<file path="src/rtl/mw_sync_fifo_pkg.sv">
// Shared helpers for the multi-lane synchronous FIFO: status flag bundle and
// width/flag derivation functions used by the top and its lane counter.
package mw_sync_fifo_pkg;

    typedef struct packed {
        logic empty;
        logic full;
        logic afull;
        logic ready;
    } fifo_status_t;

    // Bits needed to hold a lane count in the range 0..lanes.
    function automatic int unsigned lane_cnt_width(input int unsigned lanes);
        return (lanes < 2) ? 1 : $clog2(lanes + 1);
    endfunction

    // Flags are pure functions of occupancy; ready means a full set of lanes fits.
    function automatic fifo_status_t status_of(
        input int unsigned cnt,
        input int unsigned depth,
        input int unsigned thresh,
        input int unsigned lanes
    );
        fifo_status_t s;
        s.empty = (cnt == 0);
        s.full  = (cnt == depth);
        s.afull = (cnt >= thresh);
        s.ready = ((depth - cnt) >= lanes);
        return s;
    endfunction

endpackage

</file>
<file path="src/rtl/mw_sync_fifo_lane_prefix_count.sv">
// lane_prefix_count: length of the contiguous run of ones starting at bit 0
// of a lane mask (lanes past the first clear bit never count).
module lane_prefix_count
    import mw_sync_fifo_pkg::*;
#(
    parameter int LANES = 2,
    localparam int RW = lane_cnt_width(LANES)
) (
    input  logic [LANES-1:0] mask,
    output logic [RW-1:0]    run
);

    logic [LANES-1:0] therm;

    // therm[i] is set only if every lane up to and including i is set.
    generate
        for (genvar gi = 0; gi < LANES; gi++) begin : g_therm
            assign therm[gi] = &mask[gi:0];
        end
    endgenerate

    always_comb begin
        run = '0;
        for (int i = 0; i < LANES; i++) begin
            run = run + RW'(therm[i]);
        end
    end

endmodule

</file>
<file path="src/rtl/mw_sync_fifo.sv">
// Multi-lane synchronous FIFO: up to LANES pushes and LANES pops per cycle,
// first-word-fall-through read ports, wrap-bit pointers for occupancy.
module mw_sync_fifo
    import mw_sync_fifo_pkg::*;
#(
    parameter int DATA_WIDTH   = 64,
    parameter int QUEUE_DEPTH  = 16,
    parameter int LANES        = 2,
    parameter int AFULL_THRESH = QUEUE_DEPTH - LANES,
    localparam int CNT_WIDTH   = $clog2(QUEUE_DEPTH) + 1
) (
    input  logic                        clk,
    input  logic                        rst,
    input  logic                        flush,
    input  logic [LANES-1:0]            enqueue,
    input  logic [LANES*DATA_WIDTH-1:0] wdata,
    output logic                        enq_ready,
    input  logic [LANES-1:0]            dequeue,
    output logic [LANES*DATA_WIDTH-1:0] rdata,
    output logic [LANES-1:0]            rvalid,
    output logic [CNT_WIDTH-1:0]        count,
    output logic                        is_full,
    output logic                        is_empty,
    output logic                        almost_full
);

    localparam int AW  = $clog2(QUEUE_DEPTH);
    localparam int LCW = lane_cnt_width(LANES);

    logic [CNT_WIDTH-1:0]  wptr_reg;
    logic [CNT_WIDTH-1:0]  wptr_next;
    logic [CNT_WIDTH-1:0]  rptr_reg;
    logic [CNT_WIDTH-1:0]  rptr_next;
    logic [DATA_WIDTH-1:0] mem [QUEUE_DEPTH];
    logic [LANES-1:0]      enq_mask;
    logic [LANES-1:0]      deq_mask;
    logic [LCW-1:0]        enq_cnt;
    logic [LCW-1:0]        deq_cnt;
    logic [AW-1:0]         wr_idx [LANES];
    logic [AW-1:0]         rd_idx [LANES];
    fifo_status_t          status;

    // The wrap bit makes the modular difference the true occupancy, full included.
    assign count  = wptr_reg - rptr_reg;
    assign status = status_of(32'(count), QUEUE_DEPTH, AFULL_THRESH, LANES);

    assign enq_ready   = status.ready;
    assign is_empty    = status.empty;
    assign is_full     = status.full;
    assign almost_full = status.afull;

    generate
        for (genvar gi = 0; gi < LANES; gi++) begin : g_lane
            assign wr_idx[gi]   = wptr_reg[AW-1:0] + AW'(gi);
            assign rd_idx[gi]   = rptr_reg[AW-1:0] + AW'(gi);
            assign rvalid[gi]   = (count > CNT_WIDTH'(gi));
            assign rdata[gi*DATA_WIDTH +: DATA_WIDTH] = mem[rd_idx[gi]];
            // Readiness comes from registered occupancy only, so a same-cycle
            // pop can never make room for a push.
            assign enq_mask[gi] = enqueue[gi] & enq_ready & ~flush;
            assign deq_mask[gi] = dequeue[gi] & rvalid[gi];
        end
    endgenerate

    lane_prefix_count #(.LANES(LANES)) u_enq_count (
        .mask (enq_mask),
        .run  (enq_cnt)
    );

    lane_prefix_count #(.LANES(LANES)) u_deq_count (
        .mask (deq_mask),
        .run  (deq_cnt)
    );

    always_comb begin
        wptr_next = wptr_reg + CNT_WIDTH'(enq_cnt);
        rptr_next = rptr_reg + CNT_WIDTH'(deq_cnt);
        if (flush) begin
            wptr_next = '0;
            rptr_next = '0;
        end
    end

    always_ff @(posedge clk) begin
        if (rst) begin
            wptr_reg <= '0;
            rptr_reg <= '0;
        end else begin
            wptr_reg <= wptr_next;
            rptr_reg <= rptr_next;
        end
    end

    // Storage is deliberately left out of reset; the pointers define validity.
    always_ff @(posedge clk) begin
        for (int i = 0; i < LANES; i++) begin
            if (!rst && (i < int'(enq_cnt))) begin
                mem[wr_idx[i]] <= wdata[i*DATA_WIDTH +: DATA_WIDTH];
            end
        end
    end

endmodule
</file>
<file path="config.mk">
export PLATFORM = sky130hd
export DESIGN_NAME = mw_sync_fifo
export DESIGN_NICKNAME = d
export VERILOG_FILES = /design/src/rtl/mw_sync_fifo_pkg.sv /design/src/rtl/mw_sync_fifo_lane_prefix_count.sv /design/src/rtl/mw_sync_fifo.sv
export SDC_FILE = /design/constraint.sdc
export NUM_CORES = 2
export LEC_CHECK = 0
export BUFFER_PORTS_ARGS = -buffer_cell sky130_fd_sc_hd__buf_2
export CORE_ASPECT_RATIO = 0.6
export CORE_MARGIN = 5
export CORE_UTILIZATION = 58
export DETAILED_ROUTE_END_ITERATION = 8
export PLACE_DENSITY = 0.76
export SYNTH_ARGS = -nofsm -noshare
export SYNTH_HDL_FRONTEND = slang
export SYNTH_SLANG_ARGS = --single-unit
</file>
<file path="constraint.sdc">
create_clock -name clk -period 13.8 [get_ports clk]
set_input_delay 0.69 -clock clk [delete_from_list [all_inputs] [get_ports clk]]
set_output_delay 0.69 -clock clk [all_outputs]
set_load 0.05 [all_outputs]
</file>
[Yosys cells after proc, flatten, opt, wreduce, memory -nomap -nowiden]
Memories as Yosys holds them, arrays and structs flattened. A register that Yosys moved wholly into a read port is not among the register bits.
Index checks and enable logic that the tools add are counted.
Widths: inputs -> output; s select.
Cells by class
  add/subtract/negate cells: 8
  $lt $le $gt $ge: 6
  equality and inequality tests: 1
  mux-type cells: 5
  bitwise logic cells: 7
  reductions and logical operators: 7
Operators with widths (count)
  $ge 32x2->1 const B: 1
  $add 5x2->5: 2
  $gt 5x1->1 const B: 2
  $add 4x1->4 const B: 2
  $and 1x1->1: 6
  $sub 5x5->6 const A: 1
  $eq 5x5->1 const B: 1
  $ge 5x4->1 const B: 1
  $logic_not 5->1: 1
  $sub 5x5->5: 1
  $add 1x1->2: 2
  $lt 1x2->1 const A: 2
  $mux 1: 4
  $mux 4: 1
  $reduce_and 2->1: 2
  $logic_and 1x1->1: 2
  $reduce_or 2->1: 1
  $logic_not 1->1: 1
  $not 1->1: 1
Storage, ports and cells
  bits in registers: 10
  bits in writable memories: 1024
  bits of input ports: 135
  logic and storage cells: 37
  memories: 1
Memories
  mem: words 16, width 64, read ports 2, clocked after memory_dff 1, wr ports 2, line mw_sync_fifo.sv:34  | logic [DATA_WIDTH-1:0] mem [QUEUE_DEPTH];

[Depth between registers and ports, before layout]
  depth after elaboration: 11
  depth in mapped cells: 21

[By module]
Synthesis repeated with hierarchy kept, for this count alone.
Unflattened totals
  cell total of the unflattened synthesis: 3576
  area, all modules: 60071.4 µm²
By module, submodules not included
  mw_sync_fifo: times used 1, cells an instance 3572, area an instance 60038.8 µm²
  lane_prefix_count: times used 2, cells an instance 2, area an instance 16.3 µm²

[Worst setup path after synthesis]
Ideal clock, no wire load.
  kind: reg-to-reg
  from: register rptr_reg[2]
  to: memory mem[0][0] (enable)
  library setup time: 582 ps
  arrival time: 8794 ps
  slack: 4424 ps
  stages on the path, launching flop included: 16
  buffers on the path: 4
  cells stage by stage: dfxtp_1 clkbuf_1 inv_1 clkbuf_1 buf_1 ha_1 nor2_1 a21oi_1 xor2_1 nor2_1 and2_1 ha_1 or4_4 buf_2 nor2_1 a211oi_1
RTL lines
  start, declared: line mw_sync_fifo.sv:32  | logic [CNT_WIDTH-1:0] rptr_reg;
  start signal, assigned: line mw_sync_fifo.sv:90  | rptr_reg <= rptr_next;
  end, declared: line mw_sync_fifo.sv:34

[Final worst setup path]
  from: register rptr_reg[0]
  to: output port rdata[110]
Between the ends
  cells in the longest elaborated chain, start to end: 2
RTL lines
  $add 4x1->4: line mw_sync_fifo.sv:55  | assign rd_idx[gi] = rptr_reg[AW-1:0] + AW'(gi);
  $mem_v2 16x64
  end, declared: line mw_sync_fifo.sv:19  | output logic [LANES*DATA_WIDTH-1:0] rdata,
No other way between the ends.

==> impl_metrics.csv <==
group,metric,value,unit
cells_and_area,fin_nets,3462,
detailed_routing,drtAntennaViolNets,0,
yosys,syn_inst,3238,
worst_setup_path,r2r-start,"rptr_reg[3]",
yosys,ys_seq_elements,1034,
timing,fin_crit,7.25,ns
yosys,syn_area_per_cell,18.6,um^2
placement,port-buffer-count,273,
cells_and_area,design_area,0.0655,mm^2
timing,fmax,138,MHz
timing,final_max_slew_viol_count,0,
worst_setup_path,worstPathRequired,13.11,ns
worst_setup_path,crit_slowest_cell,"dfxtp_4",
worst_setup_path,reg2regPathDepth,12,
detailed_routing,drt-initial-drc-count,5098,
cells_and_area,multi_input_area,0.0275,mm^2
worst_setup_path,rrSetupSlack,7.32,ns
cells_and_area,num-fill-cells,7025,
detailed_routing,drt-pass1-iter-count,5,
timing,fin_crit_sh,0.525,
floorplanning,initial_core_util,0.584,
worst_hold_path,hp-class,"in -> reg",
cts,cts_buffer_depth,3,
cts,cts_tree,"done",
cts,cts_root_buffer,"clkbuf_16",
yosys,synth_area,0.0601,mm^2
floorplanning,coreArea,0.103,mm^2
timing,slew_headroom,0.143,
yosys,synth_fp_nets,3390,
global_route,grt_max_degree,150,
timing,finalHoldViolCount,0,
floorplanning,dieArea,0.110,mm^2
yosys,synth_warnings,0,
detailed_routing,vias,36300,
global_route,grt_pass1_wl,268000,um
cells_and_area,area.growth.synth_to_final,9.09,%
cells_and_area,regArea,0.0310,mm^2
cts,post-cts-setup-buffers,0,
placement,place_congestion,0.843,
power,peakVddDrop,207,uV
power,finalPower,10600,uW
cts,cts_hold_buf,0,
worst_setup_path,start_kind,"flip-flop",
floorplanning,rows,91,
worst_setup_path,r2r-end,"mem[7][28]",
status,status,"complete, no violations",
worst_setup_path,end_kind,"primary output",
worst_setup_path,crit_top_cell,"buf_4",
timing,finClkSkew,0.0267,ns
yosys,synth_cell_types,40,
timing,rsz0062_at_grt,"no",
cts,cts-resized-gates,0,
cts,cts_made_buffers,99,
yosys,ys_seq_area_frac,0.515,
timing,fin_tns_setup,0,ns
global_route,grt-ovfl-total,0,
cells_and_area,largest_register_ffs,1024,
global_route,grt_usage,0.337,
cts,path_clk_slew,0.06,ns
power,cellLeakagePower,0.0210,uW
cells_and_area,finalCoreUtilization,0.638,
worst_setup_path,path_cells,"buf_4 > buf_4 > buf_4 > buf_4 > mux4_2 > mux4_2 > buf_2",
detailed_routing,finalWirelength,185000,um
cells_and_area,final_layout_size_suffix_gt1_frac,0.613,
cts,htree_levels,3,
worst_setup_path,crit_end,"rdata[110]",
global_route,antenna_found_initial,29,
timing,whs,0.393,ns
floorplanning,die_h,259,um
detailed_routing,routed_via_density,7.54,
worst_setup_path,crit_arrival,6.56,ns
detailed_routing,wl_per_cell,38.6,um
timing,setup_viol,0,
detailed_routing,drc,0,
floorplanning,dieWidth,426,um
power,powerDensity,161,mW/mm^2
cts,cts.sinks,1034,
floorplanning,io_pins,274,
run,maxCapViolCount,0,
timing,worst_pin_slew,1.27,ns
placement,dpl.hpwl,102000,um
global_route,grt_pass1_vias,36700,
worst_setup_path,critPathKind,"reg -> out",
worst_setup_path,worstPathMaxFanout,58,
placement,dpl_cell_area,0.0623,mm^2
cts,clk_latency,0.72,ns
worst_setup_path,cp_slowest_stage_delay,0.92,ns
worst_setup_path,cp-startpoint,"rptr_reg[0]",
-- logic make-up (layout without fill, tap and decap cells) --
family / count (synthesis) / after routing / synth area share
AOI/OAI and AO/OA: 33 / 33 / 0.00654
muxes: 1665 / 1665 / 0.436
other: 0 / 23 / 0
DFF: 1034 / 1034 / 0.515
xor gates and xnor gates: 12 / 12 / 0.00206
and+or+nand+nor: 81 / 81 / 0.00650
adders and majority gates: 17 / 17 / 0.00391
buffers and inverters: 396 / 549 / 0.0302
-- layout make-up --
type	count	share of cell area
sequential	1034	0.472
clock inverter	64	0.00827
antenna	23	0.000878
timing repair buffer	352	0.0307
multi-input combinational	1808	0.420
clock buffer	118	0.0402
tap	1395	0.0266
inverter	15	0.000935
-- metrics by stage --
step | worst slack [ns] | instances
after CTS | 6.49 | 4786
after detailed placement | 7.24 | 4604
final | 6.55 | 4809
after floorplan | 4.42 | 3238
after global placement | 7.40 | 4604
after global routing | 6.05 | 4796
-- layout by cell type (no fill, tap or decap), types with 4 or more instances in the layout --
cell / count
clkbuf_16: 103
nand2_1: 13
o211ai_4: 13
clkbuf_1: 15
clkinv_1: 23
nor3_1: 5
a21oi_1: 6
nand3_1: 7
nor2_1: 21
nand2b_1: 4
dfxtp_1: 7
diode_2: 23
mux2_1: 127
and3_1: 5
nor2_4: 12
o21ai_0: 4
buf_2: 273
mux2_2: 838
buf_4: 75
mux2_4: 60
inv_1: 14
clkinv_2: 26
mux4_2: 640
ha_1: 13
xnor2_1: 6
edfxtp_1: 1024
bufinv_16: 8
buf_12: 4
-- worst min path at each step --
stage / from / end / cells after the start
final: flush / rptr_reg[0] / 3
after global routing: flush / rptr_reg[0] / 3
after CTS: flush / rptr_reg[0] / 3
after detailed placement: wptr_reg[4] / wptr_reg[4] / 2
after global placement: wptr_reg[4] / wptr_reg[4] / 2
after floorplan: wptr_reg[4] / wptr_reg[4] / 2
-- Yosys cell counts (all sizes together) --
| master | count | area (um^2) |
|---|---|---|
| nor3 | 5 | 25.0 |
| o21bai | 4 | 30.0 |
| or4 | 1 | 11.3 |
| mux2 | 1025 | 11800 |
| or3 | 2 | 12.5 |
| dfxtp | 10 | 200 |
| xnor2 | 9 | 97.6 |
| clkbuf | 227 | 852 |
| buf | 154 | 906 |
| nor2b | 3 | 18.8 |
| xor2 | 3 | 26.3 |
| a21oi | 9 | 45.0 |
| o211ai | 14 | 284 |
| inv | 15 | 56.3 |
| edfxtp | 1024 | 30700 |
| ha | 14 | 175 |
| mux4 | 640 | 14400 |
| nor3b | 2 | 20.0 |
| nand2 | 13 | 48.8 |
| nand4 | 1 | 6.26 |
| nand3 | 7 | 35.0 |
| and3 | 5 | 31.3 |
| a31oi | 1 | 6.26 |
| nor2 | 33 | 124 |
| or2 | 2 | 12.5 |
| a211oi | 1 | 7.51 |
| fa | 3 | 60.1 |
| o21ai | 4 | 20.0 |
| and2 | 2 | 12.5 |
| nand2b | 4 | 25.0 |
| nand3b | 1 | 7.51 |
-- layer usage --
layer	routed length, um	vias up	track usage
li1	-	13800	-
met1	68900	19200	0.481
met2	85800	2789	0.515
met3	24800	410	0.0951
met4	5880	12	0.0963
met5	75	-	0
-- worst max-delay path, delay by kind of cell (launching register included) --
kind	cells	cell delay, ns
flip-flops	1	0.92
multiplexers	2	1.12
buffers and inverters	5	3.59
-- report_power, final --
group	internal (uW)	switching (uW)	leakage [uW]
clock network	1510	1250	0.00157
logic	1660	2540	0.0101
registers	3530	68.4	0.00930
No activity file was read; power rests on OpenSTA's default activity.
